==> config.mk <==
export PLATFORM = sky130hd
export DESIGN_NAME = branch_resolve_ctrl
export DESIGN_NICKNAME = d
export VERILOG_FILES = /design/src/rtl/bp_pkg.sv /design/src/rtl/bp_track_stage.sv /design/src/rtl/branch_resolve_ctrl.sv
export SDC_FILE = /design/constraint.sdc
export NUM_CORES = 1
export LEC_CHECK = 0
export CORE_ASPECT_RATIO = 1.75
export CORE_MARGIN = 8
export CORE_UTILIZATION = 46
export DETAILED_ROUTE_END_ITERATION = 10
export PLACE_DENSITY_LB_ADDON = 0.15
export SLEW_MARGIN = 20
export SYNTH_ARGS = -nofsm -noshare
export SYNTH_HDL_FRONTEND = slang
export SYNTH_SLANG_ARGS = --single-unit
==> constraint.sdc <==
create_clock -name clk -period 3.23 [get_ports clk]
set_clock_uncertainty 0.1 [all_clocks]
set_input_delay 0.323 -clock clk [delete_from_list [all_inputs] [get_ports clk]]
set_output_delay 0.323 -clock clk [all_outputs]
set_load 0.01 [all_outputs]
==> src/rtl/bp_pkg.sv <==
// Shared types for the branch resolve / predictor rollback slice: FSM encoding
// and the per-stage branch tracking record.
package bp_pkg;

    localparam int unsigned PC_W      = 32;
    localparam int unsigned BP_PC_INC = 4;

    typedef enum logic {
        ST_RUN    = 1'b0,
        ST_REPAIR = 1'b1
    } bp_state_t;

    typedef struct packed {
        logic            is_br;
        logic            pred_taken;
        logic [PC_W-1:0] pc;
        logic [PC_W-1:0] pred_target;
    } track_data_t;

    typedef struct packed {
        logic        valid;
        track_data_t data;
    } track_rec_t;

endpackage

==> src/rtl/bp_track_stage.sv <==
// One pipeline tracking register for a fetched branch: advances when not stalled,
// and a flush drops the valid bit at the next edge even while stalled.
module bp_track_stage
    import bp_pkg::*;
(
    input  logic       clk,
    input  logic       rst_n,
    input  logic       stall,
    input  logic       flush,
    input  track_rec_t d,
    output track_rec_t q
);

    logic        vld_q;
    track_data_t data_q;

    always_ff @(posedge clk) begin
        if (!rst_n) begin
            vld_q <= 1'b0;
        end else if (flush) begin
            vld_q <= 1'b0;
        end else if (!stall) begin
            vld_q <= d.valid;
        end
    end

    // Payload is only meaningful behind vld_q, so it carries no reset.
    always_ff @(posedge clk) begin
        if (!stall) begin
            data_q <= d.data;
        end
    end

    assign q.valid = vld_q;
    assign q.data  = data_q;

endmodule

==> src/rtl/branch_resolve_ctrl.sv <==
// Branch resolve controller: compares EX outcome against the tracked prediction,
// drives speculative history updates, rollback, fetch redirect and statistics.
module branch_resolve_ctrl
    import bp_pkg::*;
#(
    parameter int unsigned PC_INC     = BP_PC_INC,
    parameter int unsigned STAT_WIDTH = 32
) (
    input  logic                  clk,
    input  logic                  rst_n,
    input  logic                  PL_stall,
    input  logic                  if_valid,
    input  logic                  if_is_branch,
    input  logic                  if_pred_taken,
    input  logic [PC_W-1:0]       pc,
    input  logic [PC_W-1:0]       if_pred_target,
    input  logic                  ex_actual_taken,
    input  logic [PC_W-1:0]       ex_actual_target,
    output logic                  corrected_en,
    output logic                  corrected_result,
    output logic                  rollback_en_id,
    output logic                  rollback_en_ex,
    output logic                  prediction_result_branch_failed,
    output logic                  redirect_en,
    output logic [PC_W-1:0]       redirect_pc,
    output logic                  flush,
    output logic [STAT_WIDTH-1:0] branch_cnt,
    output logic [STAT_WIDTH-1:0] mispredict_cnt
);

    function automatic logic [STAT_WIDTH-1:0] sat_inc(input logic [STAT_WIDTH-1:0] v);
        if (&v) begin
            return v;
        end
        return v + {{(STAT_WIDTH-1){1'b0}}, 1'b1};
    endfunction

    bp_state_t  state;
    logic       act_latched;
    track_rec_t if_p0;
    track_rec_t id_p1;
    track_rec_t ex_p2;
    logic       ex_retire;
    logic       dir_miss;
    logic       tgt_miss;
    logic       mispredict;

    always_comb begin
        if_p0.valid            = if_valid;
        if_p0.data.is_br       = if_is_branch;
        if_p0.data.pred_taken  = if_pred_taken;
        if_p0.data.pc          = pc;
        if_p0.data.pred_target = if_pred_target;
    end

    // IF -> ID boundary
    bp_track_stage u_id_stage (
        .clk   (clk),
        .rst_n (rst_n),
        .stall (PL_stall),
        .flush (flush),
        .d     (if_p0),
        .q     (id_p1)
    );

    // ID -> EX boundary
    bp_track_stage u_ex_stage (
        .clk   (clk),
        .rst_n (rst_n),
        .stall (PL_stall),
        .flush (flush),
        .d     (id_p1),
        .q     (ex_p2)
    );

    assign ex_retire  = ex_p2.valid & ex_p2.data.is_br & ~PL_stall & (state == ST_RUN);
    assign dir_miss   = ex_actual_taken != ex_p2.data.pred_taken;
    // A right direction with a wrong taken target still has to be repaired.
    assign tgt_miss   = ex_actual_taken & (ex_actual_target != ex_p2.data.pred_target);
    assign mispredict = ex_retire & (dir_miss | tgt_miss);

    always_comb begin
        corrected_en                    = 1'b0;
        corrected_result                = 1'b0;
        rollback_en_id                  = 1'b0;
        rollback_en_ex                  = 1'b0;
        prediction_result_branch_failed = 1'b0;
        redirect_en                     = 1'b0;
        redirect_pc                     = '0;
        flush                           = 1'b0;
        if (rst_n) begin
            if (state == ST_REPAIR) begin
                corrected_en     = 1'b1;
                corrected_result = act_latched;
            end else begin
                corrected_result = if_pred_taken;
                corrected_en     = if_valid & if_is_branch & ~PL_stall & ~mispredict;
                if (mispredict) begin
                    rollback_en_ex                  = 1'b1;
                    rollback_en_id                  = id_p1.valid & id_p1.data.is_br;
                    prediction_result_branch_failed = ex_p2.data.pred_taken;
                    redirect_en                     = 1'b1;
                    flush                           = 1'b1;
                    redirect_pc = ex_actual_taken ? ex_actual_target
                                                  : ex_p2.data.pc + PC_W'(PC_INC);
                end
            end
        end
    end

    always_ff @(posedge clk) begin
        if (!rst_n) begin
            state          <= ST_RUN;
            branch_cnt     <= '0;
            mispredict_cnt <= '0;
        end else begin
            case (state)
                ST_RUN:    if (mispredict) state <= ST_REPAIR;
                ST_REPAIR: state <= ST_RUN;
                default:   state <= ST_RUN;
            endcase
            if (ex_retire) begin
                branch_cnt <= sat_inc(branch_cnt);
            end
            if (mispredict) begin
                mispredict_cnt <= sat_inc(mispredict_cnt);
            end
        end
        if (mispredict) begin
            act_latched <= ex_actual_taken;
        end
    end

endmodule

==> results_dict.tcl <==
set metrics [dict create \
    drtAntennaViolNets 0 \
    drv.max_cap_violation_count 0 \
    cp_data_required_time_ps 2810 \
    die_w_um 121.6 \
    rows 67 \
    avgSynthCellArea_um2 11.47 \
    routed_via_density 5.456 \
    ys_types 57 \
    rsz0062_at_grt "false" \
    cp_slowest_cell "or4_4" \
    synth-seq-cells 200 \
    post-route-min-period_ps 3103 \
    fmax_ghz 0.3223 \
    hold_path.class "in2reg" \
    final_util_pct 63.25 \
    die_y_um 200.7 \
    power_density_mw_per_mm2 433.7 \
    cp_max_fo 14 \
    startpoint_type "flop" \
    ys_async_sr_fraction_pct 0 \
    hold_start "ex_actual_taken" \
    htreeDepth 4 \
    hold_violations 0 \
    p_leak_nw 4.299 \
    setup_viol 0 \
    tns_ps 0 \
    synth_nets 888 \
    worstSetupPathType "reg2out" \
    drive_gt1_share_pct 9.463 \
    synth.cell_area_mm2 0.008971 \
    first_iter_violations 485 \
    r2r_slack_ps 700 \
    syn_inst 782 \
    pre_cts_slack_ps -146.4 \
    p_total_w 0.005244 \
    worst_slack_ps 127.2 \
    hold_depth 2 \
    cts_hold_buf 0 \
    finalWirelength_um 23650 \
    grt_pass1_wl_um 36780 \
    clock_sinks 200 \
    status "complete, no violations" \
    cts-buffers-inserted 17 \
    antenna_found_initial 5 \
    ios 206 \
    clkTransAtPathRegs_ps 80 \
    crit_arrival_ps 2680 \
    grtUsageTotal_pct 19.52 \
    overflow 0 \
    final_cell_mix "168 x clkdlybuf4s50_1, 133 x edfxtp_1, 67 x dfxtp_1" \
    path_cells "xor2_1 > or4_4 > nor4_4 > and4_4 > nor3_4 > buf_12 > clkdlybuf4s50_1" \
    gp_congestion 0.9423 \
    dr.pass1.iters 4 \
    synth_ff_type "edfxtp_1" \
    period_share_pct 96.06 \
    slew_violations 0 \
    initial_utilization_pct 46.94 \
    max_slew_margin_pct 50.43 \
    drc 0 \
    core_mm2 0.01911 \
    wire_per_inst_um 18.61 \
    portBuffers 205 \
    min_to "act_latched$_DFFE_PP_" \
    synth_edf_count 133 \
    tightest_slew_ps 741.0 \
    yosysSeqAreaShare_pct 59.47 \
    regToRegEndpoint "mispredict_cnt[9]$_SDFFE_PN0P_" \
    clock_latency_ps 440 \
    grt_pass1_vias 7002 \
    end_kind "output port" \
    grt_max_degree 129 \
    peakVddDrop_v 0.0006193 \
    reg2reg_depth 7 \
    yosysWarnings 0 \
    dieArea_mm2 0.02440 \
    synthToLayoutAreaGrowth_pct 34.76 \
    num_vias 6934 \
    hpwlAfterDp_um 17870 \
    worstReg2RegStart "u_ex_stage.q[8]$_DFFE_PN_" \
    cpPeakStageDelay_ps 560 \
    max-clock-path-buffers 2 \
    cts_root_buffer "clkbuf_16" \
    nNetsFinal 1119 \
    cts_tree "yes" \
    layout_commonest_cell "clkdlybuf4s50_1" \
]
## final cells by class
class / instances / area [µm²]
flip-flops and latches: 200 / 5335
diodes: 5 / 12.51
inverters: 16 / 63.81
well taps: 241 / 301.5
fillers: 1618 / 7024
repair buffers: 245 / 2354
clock inverters: 14 / 101.3
multi-input cells: 533 / 3496
clock buffers: 17 / 425.4
## cells in the mapped netlist (2+ instances only)
cell type / n / area share (%)
xor2_1: 29 / 2.8
and3_1: 20 / 1.4
nand3_2: 2 / 0.22
nand3_1: 35 / 2.0
mux2i_1: 13 / 1.5
o21ai_1: 6 / 0.33
or3_1: 18 / 1.3
o211ai_1: 3 / 0.25
o211a_1: 6 / 0.67
nand2_1: 58 / 2.4
buf_2: 4 / 0.22
nor2_1: 45 / 1.9
a2111oi_0: 3 / 0.29
or2_2: 2 / 0.14
buf_4: 5 / 0.42
nor4_1: 8 / 0.56
o21ai_0: 29 / 1.6
o31ai_1: 17 / 1.4
dfxtp_1: 67 / 15
nor3_1: 23 / 1.3
and4_1: 13 / 1.3
buf_6: 3 / 0.38
or4_1: 18 / 1.5
nand4_1: 33 / 2.3
xnor2_1: 48 / 4.7
a21oi_1: 41 / 2.3
and2_1: 21 / 1.5
edfxtp_1: 133 / 45
nand2b_1: 12 / 0.84
nor4_2: 2 / 0.28
a211oi_1: 4 / 0.33
ha_1: 3 / 0.42
inv_1: 15 / 0.63
clkbuf_1: 20 / 0.84
## metal layers
layer | up-vias | global-route usage, % | wire length, µm
li1 | 3400 | - | -
met1 | 3305 | 19.08 | 8313
met2 | 189 | 35.63 | 13120
met3 | 40 | 5.745 | 1465
met4 | 0 | 10.10 | 755
met5 | - | 0 | 0
## flip-flops by register name, indices dropped and copies added (netlist names)
signal,flops
u_id_stage.q,66
branch_cnt,32
u_id_stage.vld_q,1
u_ex_stage.vld_q,1
u_ex_stage.q,66
mispredict_cnt,32
state,1
act_latched,1
## report_power, final
group | internal (W) | switching (W) | leakage [nW] | total (W)
Sequential | 0.00287 | 0.0000543 | 1.84 | 0.00293
Combinational | 0.000195 | 0.000172 | 2.22 | 0.000367
Clock | 0.000986 | 0.000962 | 0.243 | 0.00195
Total | 0.00405 | 0.00119 | 4.30 | 0.00524
## per-stage QoR
step	std cells	area, µm²	hold slack [ps]
5_1_grt	1271	12090	252.1
4_1_cts	1265	12010	248.7
6_report	1271	12090	268.5
3_3_place_gp	1233	11470	300.2
2_1_floorplan	782	8975	300.3
3_5_place_dp	1233	11470	304.5
## how the worst max path moves through the flow
| stage | start | to | cells past startpoint |
|---|---|---|---|
| 2_1_floorplan | PL_stall | u_ex_stage.q[0]$_DFFE_PN_ | 1 |
| 3_3_place_gp | ex_actual_target[8] | corrected_en | 9 |
| 3_5_place_dp | ex_actual_target[8] | redirect_pc[5] | 9 |
| 4_1_cts | u_ex_stage.q[34]$_DFFE_PN_ | redirect_pc[30] | 9 |
| 5_1_grt | u_ex_stage.q[8]$_DFFE_PN_ | rollback_en_ex | 7 |
| 6_report | u_ex_stage.q[8]$_DFFE_PN_ | redirect_en | 7 |
## cells by family after synthesis
| family | share of synthesized area [%] |
|---|---|
| xor+xnor | 7.517 |
| buf+inv | 2.566 |
| simple gates | 20.29 |
| mux | 1.450 |
| compound gates | 8.285 |
| fa+ha+maj | 0.4185 |
| flops | 59.47 |
## worst max-delay path: cells and delay by family, from the launching register on
family / cells / cell delay, ps
xor+xnor: 1 / 170
buf+inv: 2 / 630
flops: 1 / 380
simple gates: 4 / 1050
## timing repair
item,4_1_cts,5_1_grt
buffers inserted,1,1
pin swaps,1,0
hold endpoints to repair,0,0
resized for setup,42,12
gates cloned,0,0
setup endpoints to repair,35,11
Power figures use the tool's default switching activity.
